`src/rtl/mmio_pkg.sv`:
```
// Shared definitions for the MMIO master: FSM states, response codes and
// the odd-parity helper used for both parity generation and checking.
package mmio_pkg;

  typedef enum logic [1:0] {
    ST_IDLE  = 2'b00,
    ST_ISSUE = 2'b01,
    ST_WAIT  = 2'b10,
    ST_RESP  = 2'b11
  } mmio_state_e;

  localparam logic [1:0] RSP_OK      = 2'b00;
  localparam logic [1:0] RSP_TIMEOUT = 2'b01;
  localparam logic [1:0] RSP_PARITY  = 2'b10;

  // Odd parity bit for up to 64 bits; zero-extend narrower fields
  function automatic logic odd_parity(input logic [63:0] d);
    return ~^d;
  endfunction

endpackage

```
`src/rtl/mmio_timeout.sv`:
```
// WAIT-state timeout counter: cleared outside WAIT, counts while enabled,
// saturates at the terminal count instead of wrapping.
module mmio_timeout
  import mmio_pkg::*;
#(
  parameter int TIMEOUT_CYCLES = 64
) (
  input  logic ha_pclock,
  input  logic ha_reset,
  input  logic clr,
  input  logic en,
  output logic tc
);

  localparam int CNT_W = $clog2(TIMEOUT_CYCLES) + 1;
  localparam logic [CNT_W-1:0] TC_VAL = CNT_W'(TIMEOUT_CYCLES - 1);

  logic [CNT_W-1:0] cnt_r;
  logic             tc_s;

  assign tc_s = (cnt_r == TC_VAL);
  assign tc   = tc_s;

  // Counter register; holds once the terminal count is reached
  always_ff @(posedge ha_pclock or posedge ha_reset) begin
    if (ha_reset) begin
      cnt_r <= {CNT_W{1'b0}};
    end else if (clr) begin
      cnt_r <= {CNT_W{1'b0}};
    end else if (en && !tc_s) begin
      cnt_r <= cnt_r + CNT_W'(1);
    end else begin
      cnt_r <= cnt_r;
    end
  end

endmodule

```
`src/rtl/mmio_master.sv`:
```
// Single-outstanding MMIO request master toward an AFU.
// Optional read-data parity checking is enabled by defining MMIO_MASTER_PARCHK_EN.
module mmio_master
  import mmio_pkg::*;
#(
  parameter int TIMEOUT_CYCLES = 64
) (
  input  logic        ha_pclock,
  input  logic        ha_reset,
  input  logic        req_valid,
  output logic        req_ready,
  input  logic        req_cfg,
  input  logic        req_rnw,
  input  logic        req_dw,
  input  logic [0:23] req_addr,
  input  logic [0:63] req_wdata,
  output logic        rsp_valid,
  output logic [0:63] rsp_rdata,
  output logic [1:0]  rsp_status,
  output logic        ha_mmval,
  output logic        ha_mmcfg,
  output logic        ha_mmrnw,
  output logic        ha_mmdw,
  output logic [0:23] ha_mmad,
  output logic        ha_mmadpar,
  output logic [0:63] ha_mmdata,
  output logic        ha_mmdatapar,
  input  logic        ah_mmack,
  input  logic [0:63] ah_mmdata,
  input  logic        ah_mmdatapar,
  output logic        stray_ack
);

  mmio_state_e state_r;
  mmio_state_e state_nxt_s;
  logic        tc_s;
  logic        in_wait_s;
  logic        par_err_s;
  logic [0:63] rdata_nxt_s;
  logic [1:0]  status_nxt_s;

  assign in_wait_s = (state_r == ST_WAIT);

`ifdef MMIO_MASTER_PARCHK_EN
  assign par_err_s = ha_mmrnw && (ah_mmdatapar != odd_parity(ah_mmdata));
`else
  logic unused_datapar_s;
  assign unused_datapar_s = ah_mmdatapar;
  assign par_err_s        = 1'b0;
`endif

  mmio_timeout #(
    .TIMEOUT_CYCLES(TIMEOUT_CYCLES)
  ) u_timeout (
    .ha_pclock(ha_pclock),
    .ha_reset (ha_reset),
    .clr      (!in_wait_s),
    .en       (in_wait_s),
    .tc       (tc_s)
  );

  // State register
  always_ff @(posedge ha_pclock or posedge ha_reset) begin
    if (ha_reset) begin
      state_r <= ST_IDLE;
    end else begin
      state_r <= state_nxt_s;
    end
  end

  // Next-state and completion result; an ack beats the terminal count
  always_comb begin
    state_nxt_s  = state_r;
    rdata_nxt_s  = rsp_rdata;
    status_nxt_s = rsp_status;
    case (state_r)
      ST_IDLE: begin
        if (req_valid) begin
          state_nxt_s = ST_ISSUE;
        end else begin
          state_nxt_s = ST_IDLE;
        end
      end
      ST_ISSUE: begin
        state_nxt_s = ST_WAIT;
      end
      ST_WAIT: begin
        if (ah_mmack) begin
          state_nxt_s  = ST_RESP;
          rdata_nxt_s  = ha_mmrnw ? ah_mmdata : 64'd0;
          status_nxt_s = par_err_s ? RSP_PARITY : RSP_OK;
        end else if (tc_s) begin
          state_nxt_s  = ST_RESP;
          rdata_nxt_s  = 64'd0;
          status_nxt_s = RSP_TIMEOUT;
        end else begin
          state_nxt_s = ST_WAIT;
        end
      end
      ST_RESP: begin
        state_nxt_s = ST_IDLE;
      end
      default: begin
        state_nxt_s = ST_IDLE;
      end
    endcase
  end

  // Registered handshake strobes and response payload
  always_ff @(posedge ha_pclock or posedge ha_reset) begin
    if (ha_reset) begin
      req_ready  <= 1'b1;
      ha_mmval   <= 1'b0;
      rsp_valid  <= 1'b0;
      rsp_rdata  <= 64'd0;
      rsp_status <= RSP_OK;
    end else begin
      req_ready  <= (state_nxt_s == ST_IDLE);
      ha_mmval   <= (state_nxt_s == ST_ISSUE);
      rsp_valid  <= (state_nxt_s == ST_RESP);
      rsp_rdata  <= rdata_nxt_s;
      rsp_status <= status_nxt_s;
    end
  end

  // Request capture; these registers drive ha_mm* until the next accept
  always_ff @(posedge ha_pclock or posedge ha_reset) begin
    if (ha_reset) begin
      ha_mmcfg     <= 1'b0;
      ha_mmrnw     <= 1'b0;
      ha_mmdw      <= 1'b0;
      ha_mmad      <= 24'd0;
      ha_mmadpar   <= 1'b1;
      ha_mmdata    <= 64'd0;
      ha_mmdatapar <= 1'b1;
    end else if ((state_r == ST_IDLE) && req_valid) begin
      ha_mmcfg     <= req_cfg;
      ha_mmrnw     <= req_rnw;
      ha_mmdw      <= req_dw;
      ha_mmad      <= req_addr;
      ha_mmadpar   <= odd_parity({40'd0, req_addr});
      ha_mmdata    <= req_wdata;
      ha_mmdatapar <= odd_parity(req_wdata);
    end
  end

  // Sticky flag for acks that arrive when nothing is awaiting one
  always_ff @(posedge ha_pclock or posedge ha_reset) begin
    if (ha_reset) begin
      stray_ack <= 1'b0;
    end else if (ah_mmack && !in_wait_s) begin
      stray_ack <= 1'b1;
    end
  end

endmodule
```
`config.mk`:
```
export PLATFORM = sky130hd
export DESIGN_NAME = mmio_master
export DESIGN_NICKNAME = d
export VERILOG_FILES = /design/src/rtl/mmio_pkg.sv /design/src/rtl/mmio_timeout.sv /design/src/rtl/mmio_master.sv
export SDC_FILE = /design/constraint.sdc
export NUM_CORES = 1
export LEC_CHECK = 0
export CAP_MARGIN = 30
export CORE_ASPECT_RATIO = 1.2
export CORE_MARGIN = 2
export CORE_UTILIZATION = 45
export CTS_CLUSTER_SIZE = 28
export DETAILED_ROUTE_END_ITERATION = 10
export GPL_TIMING_DRIVEN = 0
export PLACE_DENSITY = 0.85
export SYNTH_ARGS = -nofsm -noshare
export SYNTH_HDL_FRONTEND = slang
export SYNTH_SLANG_ARGS = --single-unit
```
`constraint.sdc`:
```
create_clock -name ha_pclock -period 12.64 [get_ports ha_pclock]
set_input_delay 2.528 -clock ha_pclock [delete_from_list [all_inputs] [get_ports ha_pclock]]
set_output_delay 2.528 -clock ha_pclock [all_outputs]
set_load 0.02 [all_outputs]
```
# Word level (Yosys, flattened, before mapping)
# Index checks and enable logic that the tools add are counted.
# word_totals
word_cells	45
output_inout_bits	163
reg_bits	172
in_bits	160
# classes
n_mux	11
add_sub_neg	1
n_eq_ne	7
n_reduce_logical	11
# ops
op	n
$mux 64	3
$reduce_xnor 64->1	2
$mux 7	2
$pmux 2 s4	1
$add 7x1->7 const B	1
$eq 7x6->1 const B	1
$eq 2x2->1 const B	3
$eq 2x1->1 const B	2
$logic_not 2->1	2
$mux 2	2
$logic_and 1x1->1	3
$mux 1	3
$logic_not 1->1	2
$ne 2x1->1 const B	1
$reduce_and 2->1	1
$reduce_bool 2->1	1

# Depth between registers and ports, before layout
# Gate-level depths: netlist (run 1).
# depth
ltp_word	5
depth_mapped	10
mapped_depth_nobuf	8

# By module
# From an unflattened synthesis (run 1), not the netlist that was laid out.
# hier_totals
cells_unflattened	628
hier_area_um2	7339.5
# by_module_without_submodules
mod	seq_area_each_um2	area_per_inst_um2	n_inst	cells_per_inst
mmio_master	4107.7	6945.4	1	588
mmio_timeout	175.2	394.1	1	40

# Worst setup path before layout (run 1)
# OpenSTA, ideal clock, no wires.
# synth_path
path_type	input -> register
startpoint	in req_valid
endpoint	reg ha_mmdata[25] (netlist bit)
n_path_buf	2
arrival_ns	3.614
stages	4
setup_slack_ns	8.901
t_required_ns	12.515
setup_time_ns	0.125
path_cell_list	nand2_1 clkbuf_1 clkbuf_1 mux2_2
# synth_via
elab_chain_cells	1
# synth_lines
item	line_no	source
start, declared	mmio_master.sv:10	input logic req_valid,
$logic_and 1x1->1	mmio_master.sv:136	end else if ((state_r == ST_IDLE) && req_valid) begin
end signal, assigned	mmio_master.sv:142	ha_mmdata <= req_wdata;
end, declared	mmio_master.sv:26	output logic [0:63] ha_mmdata,
# No other way between the ends.
# A chain may end at the register's enable or synchronous reset.

# Worst setup path after layout (run 1)
# layout_path
startpoint	in req_valid
endpoint	reg ha_mmdata[30] (netlist bit)
# The elaborated chain is that of the path after synthesis.

==> results of run 1 <==
==> report_power, final <==
part,internal [mW],total [mW],switching [mW]
clock network,0.271,0.481,0.210
logic,0.706,1.41,0.708
registers,0.803,0.931,0.128
total,1.78,2.83,1.05
==> worst max-delay path by stage <==
stage	to	from	slack, ns
CTS	ha_mmdata[29]	req_valid	8.40
floorplan	ha_mmad[0]	ha_reset	5.49
finish	ha_mmdata[30]	req_valid	8.45
detailed placement	ha_mmdata[29]	req_valid	7.93
global route	ha_mmdata[30]	req_valid	8.34
global placement	rsp_rdata[1]	ha_reset	3.19
==> routing by layer <==
metal	part of all wire	wire length, um	up-vias
met4	0.020	427	0
met2	0.52	10900	242
met1	0.36	7550	2739
met3	0.10	2130	26
li1	-	-	2718
met5	0	0	-
==> registers in the layout, indices dropped and copies added, names as in the netlist <==
register	count
ha_mmdw	1
ha_mmadpar	1
ha_mmval	1
ha_mmrnw	1
u_timeout.cnt_r	7
ha_mmad	24
ha_mmdatapar	1
rsp_valid	1
state_r	2
rsp_rdata	64
ha_mmdata	64
stray_ack	1
rsp_status	1
ha_mmcfg	1
req_ready	1
==> critical path: stages <==
cell and delay (ns):
clkdlybuf4s50_1 0.43, nand2_1 0.18, clkbuf_1 0.46, clkbuf_1 0.47, mux2_2 0.39
==> cells in the mapped netlist <==
cell type / number / area (um2)
dfrtp_1: 168 / 4200
nand2_1: 135 / 507
mux2_2: 91 / 1020
xnor2_1: 77 / 674
o21ai_0: 66 / 330
clkbuf_1: 15 / 56.3
xor2_1: 12 / 105
buf_2: 9 / 45.0
buf_1: 5 / 18.8
nor2_1: 5 / 18.8
ha_1: 4 / 50.1
inv_1: 4 / 15.0
a21oi_1: 3 / 15.0
dfstp_2: 3 / 78.8
o21ai_1: 3 / 15.0
a31oi_1: 2 / 12.5
and2_1: 2 / 12.5
and3_1: 2 / 12.5
buf_4: 2 / 15.0
buf_6: 2 / 22.5
or2_2: 2 / 12.5
a21o_1: 1 / 7.51
conb_1: 1 / 3.75
nand3_1: 1 / 5.00
nand4_1: 1 / 6.26
nor2b_1: 1 / 6.26
o21ai_2: 1 / 8.76
==> cells by family (layout without fill, tap and decap cells) <==
logic type | after synthesis | in the layout
multiplexers | 91 | 91
other | 1 | 4
flip-flops | 171 | 171
buffers and inverters | 37 | 389
XOR/XNOR | 89 | 89
AO/OA/AOI/OAI | 76 | 76
AND/OR/NAND/NOR | 149 | 149
adder cells (fa/ha/maj) | 4 | 4
==> stage by stage <==
step                total power [mW]  cells  hold WS (ns)
finish                          2.83   1181         0.463
global route                    2.98   1178         0.487
CTS                             2.85   1178         0.470
detailed placement              2.36   1147         0.456
global placement                2.32   1146         0.445
floorplan                       1.66    618         0.456
==> final cells by class <==
class                      count  share of cell area
antenna                        3            0.000662
buffer                        33              0.0139
clock buffer                  21              0.0424
clock inverter                10             0.00563
inverter                       4             0.00199
multi-input combinational    410               0.250
sequential                   171               0.378
tap                          208              0.0230
timing repair buffer         321               0.285
==> impl_metrics.env, run 1 <==
export IMPL_synth_net_count=782
export IMPL_worst_pin_slew_ns=0.656
export IMPL_drc=0
export IMPL_antenna_found_initial=4
export IMPL_critPathKind="input port to flip-flop"
export IMPL_use_met1=0.272
export IMPL_grt_ovfl_total=0
export IMPL_first_pass_iters=4
export IMPL_endpoint_kind="flip-flop"
export IMPL_detail_route_wl_per_cell_um=17.8
export IMPL_rsz0062_at_grt="no"
export IMPL_clock_sinks=171
export IMPL_dieArea_um2=17200
export IMPL_hold_path_class="flip-flop to flip-flop"
export IMPL_grt_max_degree=110
export IMPL_rrSetupSlack_ns=10.43
export IMPL_yosysUniqueCellTypes=27
export IMPL_drt_wl_total_um=21000
export IMPL_numPortBuffers=320
export IMPL_reg2reg_to="ha_mmdata[30]"
export IMPL_synth_xor_area_frac=0.107
export IMPL_finish_utilization=0.722
export IMPL_area_growth_pct=55.6
export IMPL_period_minus_slack_ns=4.19
export IMPL_use_met3=0.0984
export IMPL_leakage_nw=4.67
export IMPL_power_density_nw_per_um2=249
export IMPL_nets=1122
export IMPL_htreeDepth=4
export IMPL_avgViaCountPerCell=4.85
export IMPL_die_width_um=120
export IMPL_layout_commonest_cell="clkdlybuf4s50_1"
export IMPL_track_usage=0.249
export IMPL_slew_viol_final=0
export IMPL_clock_skew_ns=0.00926
export IMPL_grt_pass1_vias=6026
export IMPL_cts_root_buf="clkbuf_16"
export IMPL_postLayoutCellArea_um2=11300
export IMPL_synth_warnings=0
export IMPL_multiInputGateArea_um2=2830
export IMPL_holdPathEnd="stray_ack"
export IMPL_whs_path_depth=1
export IMPL_hpwl_um=16500
export IMPL_insertion_delay_ns=0.42
export IMPL_crit_arrival_ns=4.48
export IMPL_dp_slack_ns=7.93
export IMPL_relSlewSlack=0.563
export IMPL_setup_worst_path_start_class="input port"
export IMPL_syn_area_um2=7280
export IMPL_via_count=5725
export IMPL_core_um2=15700
export IMPL_grt_pass1_wl_um=32400
export IMPL_finalHoldViolCount=0
export IMPL_gp_congestion=0.860
export IMPL_placed_cell_area_um2=10800
export IMPL_clockBufferDepth=2
export IMPL_cp_required_ns=12.93
export IMPL_fillCellCount=1130
export IMPL_die_h_um=143
export IMPL_drive_gt1_frac=0.147
export IMPL_fin_ws_ns=8.45
export IMPL_cts_tree="yes"
export IMPL_cts_resized=0
export IMPL_cp_max_fo=10
export IMPL_syn_inst=618
export IMPL_cts_made_buffers=17
export IMPL_busiest_layer="met2"
export IMPL_r2r_start="state_r[0]"
export IMPL_synthMuxAreaShare=0.141
export IMPL_fin_crit_sh=0.331
export IMPL_synth_top_family_by_area="multiplexers"
export IMPL_num_rows=50
export IMPL_synth_compound_area_frac=0.0534
export IMPL_r2r_worst_path_cells=6
export IMPL_peakVddDrop_mv=0.121
export IMPL_avgSynthCellArea_um2=11.8
export IMPL_tns_ns=0
export IMPL_clkTransAtPathRegs_ns=0.06
export IMPL_most_common_layout_cells="320 x clkdlybuf4s50_1, 168 x dfrtp_1, 135 x nand2_1"
export IMPL_drv_cap=0
export IMPL_use_met2=0.444
export IMPL_ant_nets=0
export IMPL_yosys_area_share_simple=0.0797
export IMPL_hp_start="stray_ack"
export IMPL_drt_iter0_markers=203
export IMPL_regArea_um2=4280
export IMPL_cts_setup_buffers=0
export IMPL_cts_hold_buf=0
export IMPL_initial_core_util=0.464
export IMPL_synthAdderAreaFrac=0.00687
export IMPL_fmax_mhz=239
export IMPL_status="finished clean"
export IMPL_setup_viol=0
export IMPL_synth_seq_cells=171
export IMPL_seq_area_frac_synth=0.588
export IMPL_io_pins=323
(Power assumes the default switching activity.)
==> run 2, diff against run 1 <==
--- a/config.mk
+++ b/config.mk
@@ -8,11 +8,11 @@
 export CAP_MARGIN = 30
 export CORE_ASPECT_RATIO = 1.2
 export CORE_MARGIN = 2
-export CORE_UTILIZATION = 45
+export CORE_UTILIZATION = 38
 export CTS_CLUSTER_SIZE = 28
 export DETAILED_ROUTE_END_ITERATION = 10
 export GPL_TIMING_DRIVEN = 0
-export PLACE_DENSITY = 0.85
+export PLACE_DENSITY = 0.77
 export SYNTH_ARGS = -nofsm -noshare
 export SYNTH_HDL_FRONTEND = slang
 export SYNTH_SLANG_ARGS = --single-unit
==> constraint.sdc (replaced) <==
create_clock -name ha_pclock -period 3.4 [get_ports ha_pclock]
set_input_delay 0.68 -clock ha_pclock [delete_from_list [all_inputs] [get_ports ha_pclock]]
set_output_delay 0.68 -clock ha_pclock [all_outputs]
set_load 0.02 [all_outputs]
==> impl_metrics.env, run 2 (synthesis results as in run 1) <==
export IMPL_fmax_mhz=410
export IMPL_clockBufferDepth=2
export IMPL_leakage_nw=4.68
export IMPL_dieArea_um2=20300
export IMPL_die_width_um=130
export IMPL_drc=0
export IMPL_critPathKind="input port to flip-flop"
export IMPL_finalHoldViolCount=0
export IMPL_initial_core_util=0.386
export IMPL_cts_root_buf="clkbuf_16"
export IMPL_path_cells="clkdlybuf4s50_1, nand2_1, clkbuf_1, clkbuf_1, mux2_2"
export IMPL_top_regs="ha_mmdata x64, rsp_rdata x64, ha_mmad x24"
export IMPL_worst_pin_slew_ns=0.819
export IMPL_grt_ovfl_total=0
export IMPL_finish_utilization=0.609
export IMPL_period_minus_slack_ns=2.44
export IMPL_drv_cap=0
export IMPL_most_common_layout_cells="320 x clkdlybuf4s50_1, 168 x dfrtp_1, 135 x nand2_1"
export IMPL_die_h_um=156
export IMPL_status="finished clean"
export IMPL_cts_resized=0
export IMPL_area_growth_pct=57.6
export IMPL_layout_commonest_cell="clkdlybuf4s50_1"
export IMPL_io_pins=323
export IMPL_cts_hold_buf=0
export IMPL_cp_max_fo=10
export IMPL_clock_skew_ns=0.0114
export IMPL_hpwl_um=15700
export IMPL_power_density_nw_per_um2=924
export IMPL_clock_sinks=171
export IMPL_clkTransAtPathRegs_ns=0.07
export IMPL_relSlewSlack=0.454
export IMPL_num_rows=55
export IMPL_numPortBuffers=320
export IMPL_dp_slack_ns=0.471
export IMPL_track_usage=0.195
export IMPL_crit_arrival_ns=2.74
export IMPL_avgViaCountPerCell=4.62
export IMPL_htreeDepth=4
export IMPL_diodes=0
export IMPL_drt_iter0_markers=195
export IMPL_setup_viol=0
export IMPL_cp_common_cell="clkbuf_1"
export IMPL_tns_ns=0
export IMPL_detail_route_wl_per_cell_um=16.4
export IMPL_hold_path_class="flip-flop to flip-flop"
export IMPL_setup_worst_path_start_class="input port"
export IMPL_cp_required_ns=3.70
export IMPL_slowest_delay_ns=0.56
export IMPL_cts_tree="yes"
export IMPL_grt_pass1_vias=5820
export IMPL_cts_setup_buffers=0
export IMPL_first_pass_iters=4
export IMPL_core_um2=18900
export IMPL_via_count=5683
export IMPL_ant_nets=0
export IMPL_drive_gt1_frac=0.149
export IMPL_nets=1125
export IMPL_endpoint_kind="flip-flop"
export IMPL_fillCellCount=1599
export IMPL_fin_ws_ns=0.961
export IMPL_grt_max_degree=42
export IMPL_antenna_found_initial=0
export IMPL_slew_viol_final=0
export IMPL_rsz0062_at_grt="no"
export IMPL_peakVddDrop_mv=0.477
export IMPL_fin_crit_sh=0.717
export IMPL_insertion_delay_ns=0.42
export IMPL_grt_pass1_wl_um=30300
export IMPL_cts_made_buffers=17
export IMPL_drt_wl_total_um=20100
export IMPL_gp_congestion=0.810
export IMPL_cp_slowest_cell="clkbuf_1"
[run 2: per-layer routing]
| metal | vias to the layer above | routed length [um] | GRT usage |
|---|---|---|---|
| met3 | 21 | 2050 | 0.0741 |
| met4 | 0 | 304 | 0.0598 |
| li1 | 2725 | - | - |
| met2 | 246 | 10200 | 0.350 |
| met1 | 2691 | 7610 | 0.212 |
| met5 | - | 0 | 0 |
[run 2: power by group]
group / switching, mW / internal, mW / total (mW)
logic: 2.59 / 2.63 / 5.22
registers: 0.471 / 2.98 / 3.45
clock network: 0.828 / 1.11 / 1.94
[run 2: layout make-up]
cell class | count | area, um2 | area share
Inverter | 4 | 18.8 | 0.00164
Clock buffer | 20 | 447 | 0.0389
Tap cell | 256 | 320 | 0.0279
Sequential cell | 171 | 4280 | 0.373
Timing Repair Buffer | 324 | 3280 | 0.286
Buffer | 33 | 158 | 0.0137
Multi-Input combinational cell | 410 | 2830 | 0.246
Clock inverter | 12 | 138 | 0.0120
[run 2: path summary, 6_finish.rpt]
kind                               from            end  slack (ns)  cells after the start
hold / removal             ha_mmdatapar   ha_mmdatapar        0.47                      2
hold reg to reg            ha_mmdatapar   ha_mmdatapar        0.47                      2
setup reg to reg             state_r[1]  ha_mmdata[29]        1.11                      6
max in group asynchronous      ha_reset   ha_mmdatapar        1.64                      4
min in group asynchronous      ha_reset        ha_mmdw        0.76                      2
setup / recovery              req_valid  ha_mmdata[29]        0.96                      5
[run 2: worst max-delay path: cells and delay by family]
family,cells,cell delay [ns]
buffers and inverters,3,1.45
multiplexers,1,0.41
AND/OR/NAND/NOR,1,0.20
[run 2: stage by stage]
step	instances	hold slack, ns	total power, mW	area (um2)
2_1_floorplan	618	0.456	6.17	7290
3_3_place_gp	1194	0.440	8.65	10800
3_5_place_dp	1198	0.461	8.76	10900
4_1_cts	1230	0.471	10.7	11500
5_1_grt	1230	0.493	11.2	11500
6_report	1230	0.470	10.6	11500
==> run 3, diff against run 2 <==
--- a/config.mk
+++ b/config.mk
@@ -8,11 +8,11 @@
 export CAP_MARGIN = 30
 export CORE_ASPECT_RATIO = 1.2
 export CORE_MARGIN = 2
-export CORE_UTILIZATION = 38
+export CORE_UTILIZATION = 42
 export CTS_CLUSTER_SIZE = 28
 export DETAILED_ROUTE_END_ITERATION = 10
 export GPL_TIMING_DRIVEN = 0
-export PLACE_DENSITY = 0.77
+export PLACE_DENSITY = 0.8
 export SYNTH_ARGS = -nofsm -noshare
 export SYNTH_HDL_FRONTEND = slang
 export SYNTH_SLANG_ARGS = --single-unit
==> constraint.sdc (replaced) <==
create_clock -name ha_pclock -period 2.29 [get_ports ha_pclock]
set_input_delay 0.458 -clock ha_pclock [delete_from_list [all_inputs] [get_ports ha_pclock]]
set_output_delay 0.458 -clock ha_pclock [all_outputs]
set_load 0.02 [all_outputs]
==> impl_metrics.env, run 3 (synthesis results as in run 1) <==
export IMPL_dp_slack_ns=-0.331
export IMPL_fmax_mhz=471
export IMPL_leakage_nw=4.74
export IMPL_cts_setup_buffers=0
export IMPL_die_h_um=148
export IMPL_rsz0062_at_grt="no"
export IMPL_grt_pass1_wl_um=32000
export IMPL_numPortBuffers=320
export IMPL_drive_gt1_frac=0.153
export IMPL_hold_path_class="flip-flop to flip-flop"
export IMPL_die_width_um=124
export IMPL_via_count=5662
export IMPL_setup_viol=0
export IMPL_ant_nets=0
export IMPL_io_pins=323
export IMPL_path_cells="ha_1, and3_1, nand3_1, nor2_1, o21ai_1, clkbuf_4, buf_4, buf_6, nand2_1, o21ai_0"
export IMPL_initial_core_util=0.431
export IMPL_most_common_layout_cells="320 x clkdlybuf4s50_1, 168 x dfrtp_1, 135 x nand2_1"
export IMPL_clkTransAtPathRegs_ns=0.06
export IMPL_worst_pin_slew_ns=0.748
export IMPL_detail_route_wl_per_cell_um=17.0
export IMPL_dpl_cell_count=1158
export IMPL_cp_required_ns=2.62
export IMPL_core_um2=16900
export IMPL_period_minus_slack_ns=2.12
export IMPL_cp_slowest_cell="dfrtp_1"
export IMPL_final_cells=1190
export IMPL_drt_iter0_markers=193
export IMPL_drt_wl_total_um=20200
export IMPL_cp_num_buf_inv=3
export IMPL_antenna_found_initial=1
export IMPL_relSlewSlack=0.501
export IMPL_layout_commonest_cell="clkdlybuf4s50_1"
export IMPL_clock_sinks=171
export IMPL_dieArea_um2=18400
export IMPL_cts_root_buf="clkbuf_16"
export IMPL_first_pass_iters=4
export IMPL_grt_ovfl_total=0
export IMPL_endpoint_kind="flip-flop"
export IMPL_finalHoldViolCount=0
export IMPL_grt_max_degree=41
export IMPL_fin_ws_ns=0.168
export IMPL_area_growth_pct=57.9
export IMPL_cp_max_fo=10
export IMPL_grt_pass1_vias=5960
export IMPL_drc=0
export IMPL_cts_made_buffers=17
export IMPL_power_density_nw_per_um2=1400
export IMPL_gp_congestion=0.789
export IMPL_hpwl_um=15700
export IMPL_crit_arrival_ns=2.45
export IMPL_track_usage=0.222
export IMPL_critPathKind="flip-flop to flip-flop"
export IMPL_placed_cell_area_um2=10800
export IMPL_drv_cap=0
export IMPL_peakVddDrop_mv=0.683
export IMPL_cts_tree="yes"
export IMPL_clock_skew_ns=0.0105
export IMPL_nets=1125
export IMPL_insertion_delay_ns=0.42
export IMPL_clockBufferDepth=2
export IMPL_postLayoutCellArea_um2=11500
export IMPL_finish_utilization=0.680
export IMPL_slew_viol_final=0
export IMPL_timing_hold_ws_ns=0.459
export IMPL_status="finished clean"
export IMPL_finalPower_mw=16.1
export IMPL_setup_worst_path_start_class="flip-flop"
export IMPL_slowest_delay_ns=0.40
export IMPL_htreeDepth=4
export IMPL_avgViaCountPerCell=4.76
export IMPL_tns_ns=0
export IMPL_critPathTopFamily="buffers and inverters"
export IMPL_top_regs="ha_mmdata x64, rsp_rdata x64, ha_mmad x24"
export IMPL_num_rows=52
export IMPL_fin_crit_sh=0.927
run 3: timing repair:
item	CTS	global route
setup endpoints to repair	3	40
hold buffers	0	0
resized for setup	2	9
gates cloned	0	0
run 3: path summary, 6_finish.rpt:
check	from	end	slack, ns	depth (start not counted)
max	u_timeout.cnt_r[0]	rsp_rdata[50]	0.17	10
min	ha_mmdatapar	ha_mmdatapar	0.46	2
max reg2reg	u_timeout.cnt_r[0]	rsp_rdata[50]	0.17	10
min reg2reg	ha_mmdatapar	ha_mmdatapar	0.46	2
max in group asynchronous	ha_reset	ha_mmdata[43]	0.67	5
min in group asynchronous	ha_reset	rsp_rdata[18]	0.51	2
run 3: where the power goes:
group	leakage, nW	internal (mW)	total, mW	switching (mW)
Sequential	2.14	4.43	5.13	0.705
Clock	0.315	2.00	3.17	1.17
Combinational	2.29	3.92	7.81	3.89
run 3: worst register-to-register path, cell delays in order, from the launching register on:
cell	delay (ns)
dfrtp_1	0.40
ha_1	0.23
and3_1	0.21
nand3_1	0.11
nor2_1	0.08
o21ai_1	0.21
clkbuf_4	0.27
buf_4	0.20
buf_6	0.15
nand2_1	0.08
o21ai_0	0.09
run 3: cell type report:
class	instances	area, um2
fillers	1283	5410
flip-flops and latches	171	4280
repair buffers	324	3280
multi-input cells	410	2830
clock buffers	22	464
well taps	216	270
clock inverters	9	185
plain buffers	33	168
inverters	4	18.8
diodes	1	2.50
run 3: routing by layer:
metal	track usage	vias up	wire [um]
met5	0	-	0
li1	-	2721	-
met2	0.386	249	10100
met4	0.0826	0	573
met3	0.0853	33	1750
met1	0.249	2659	7770
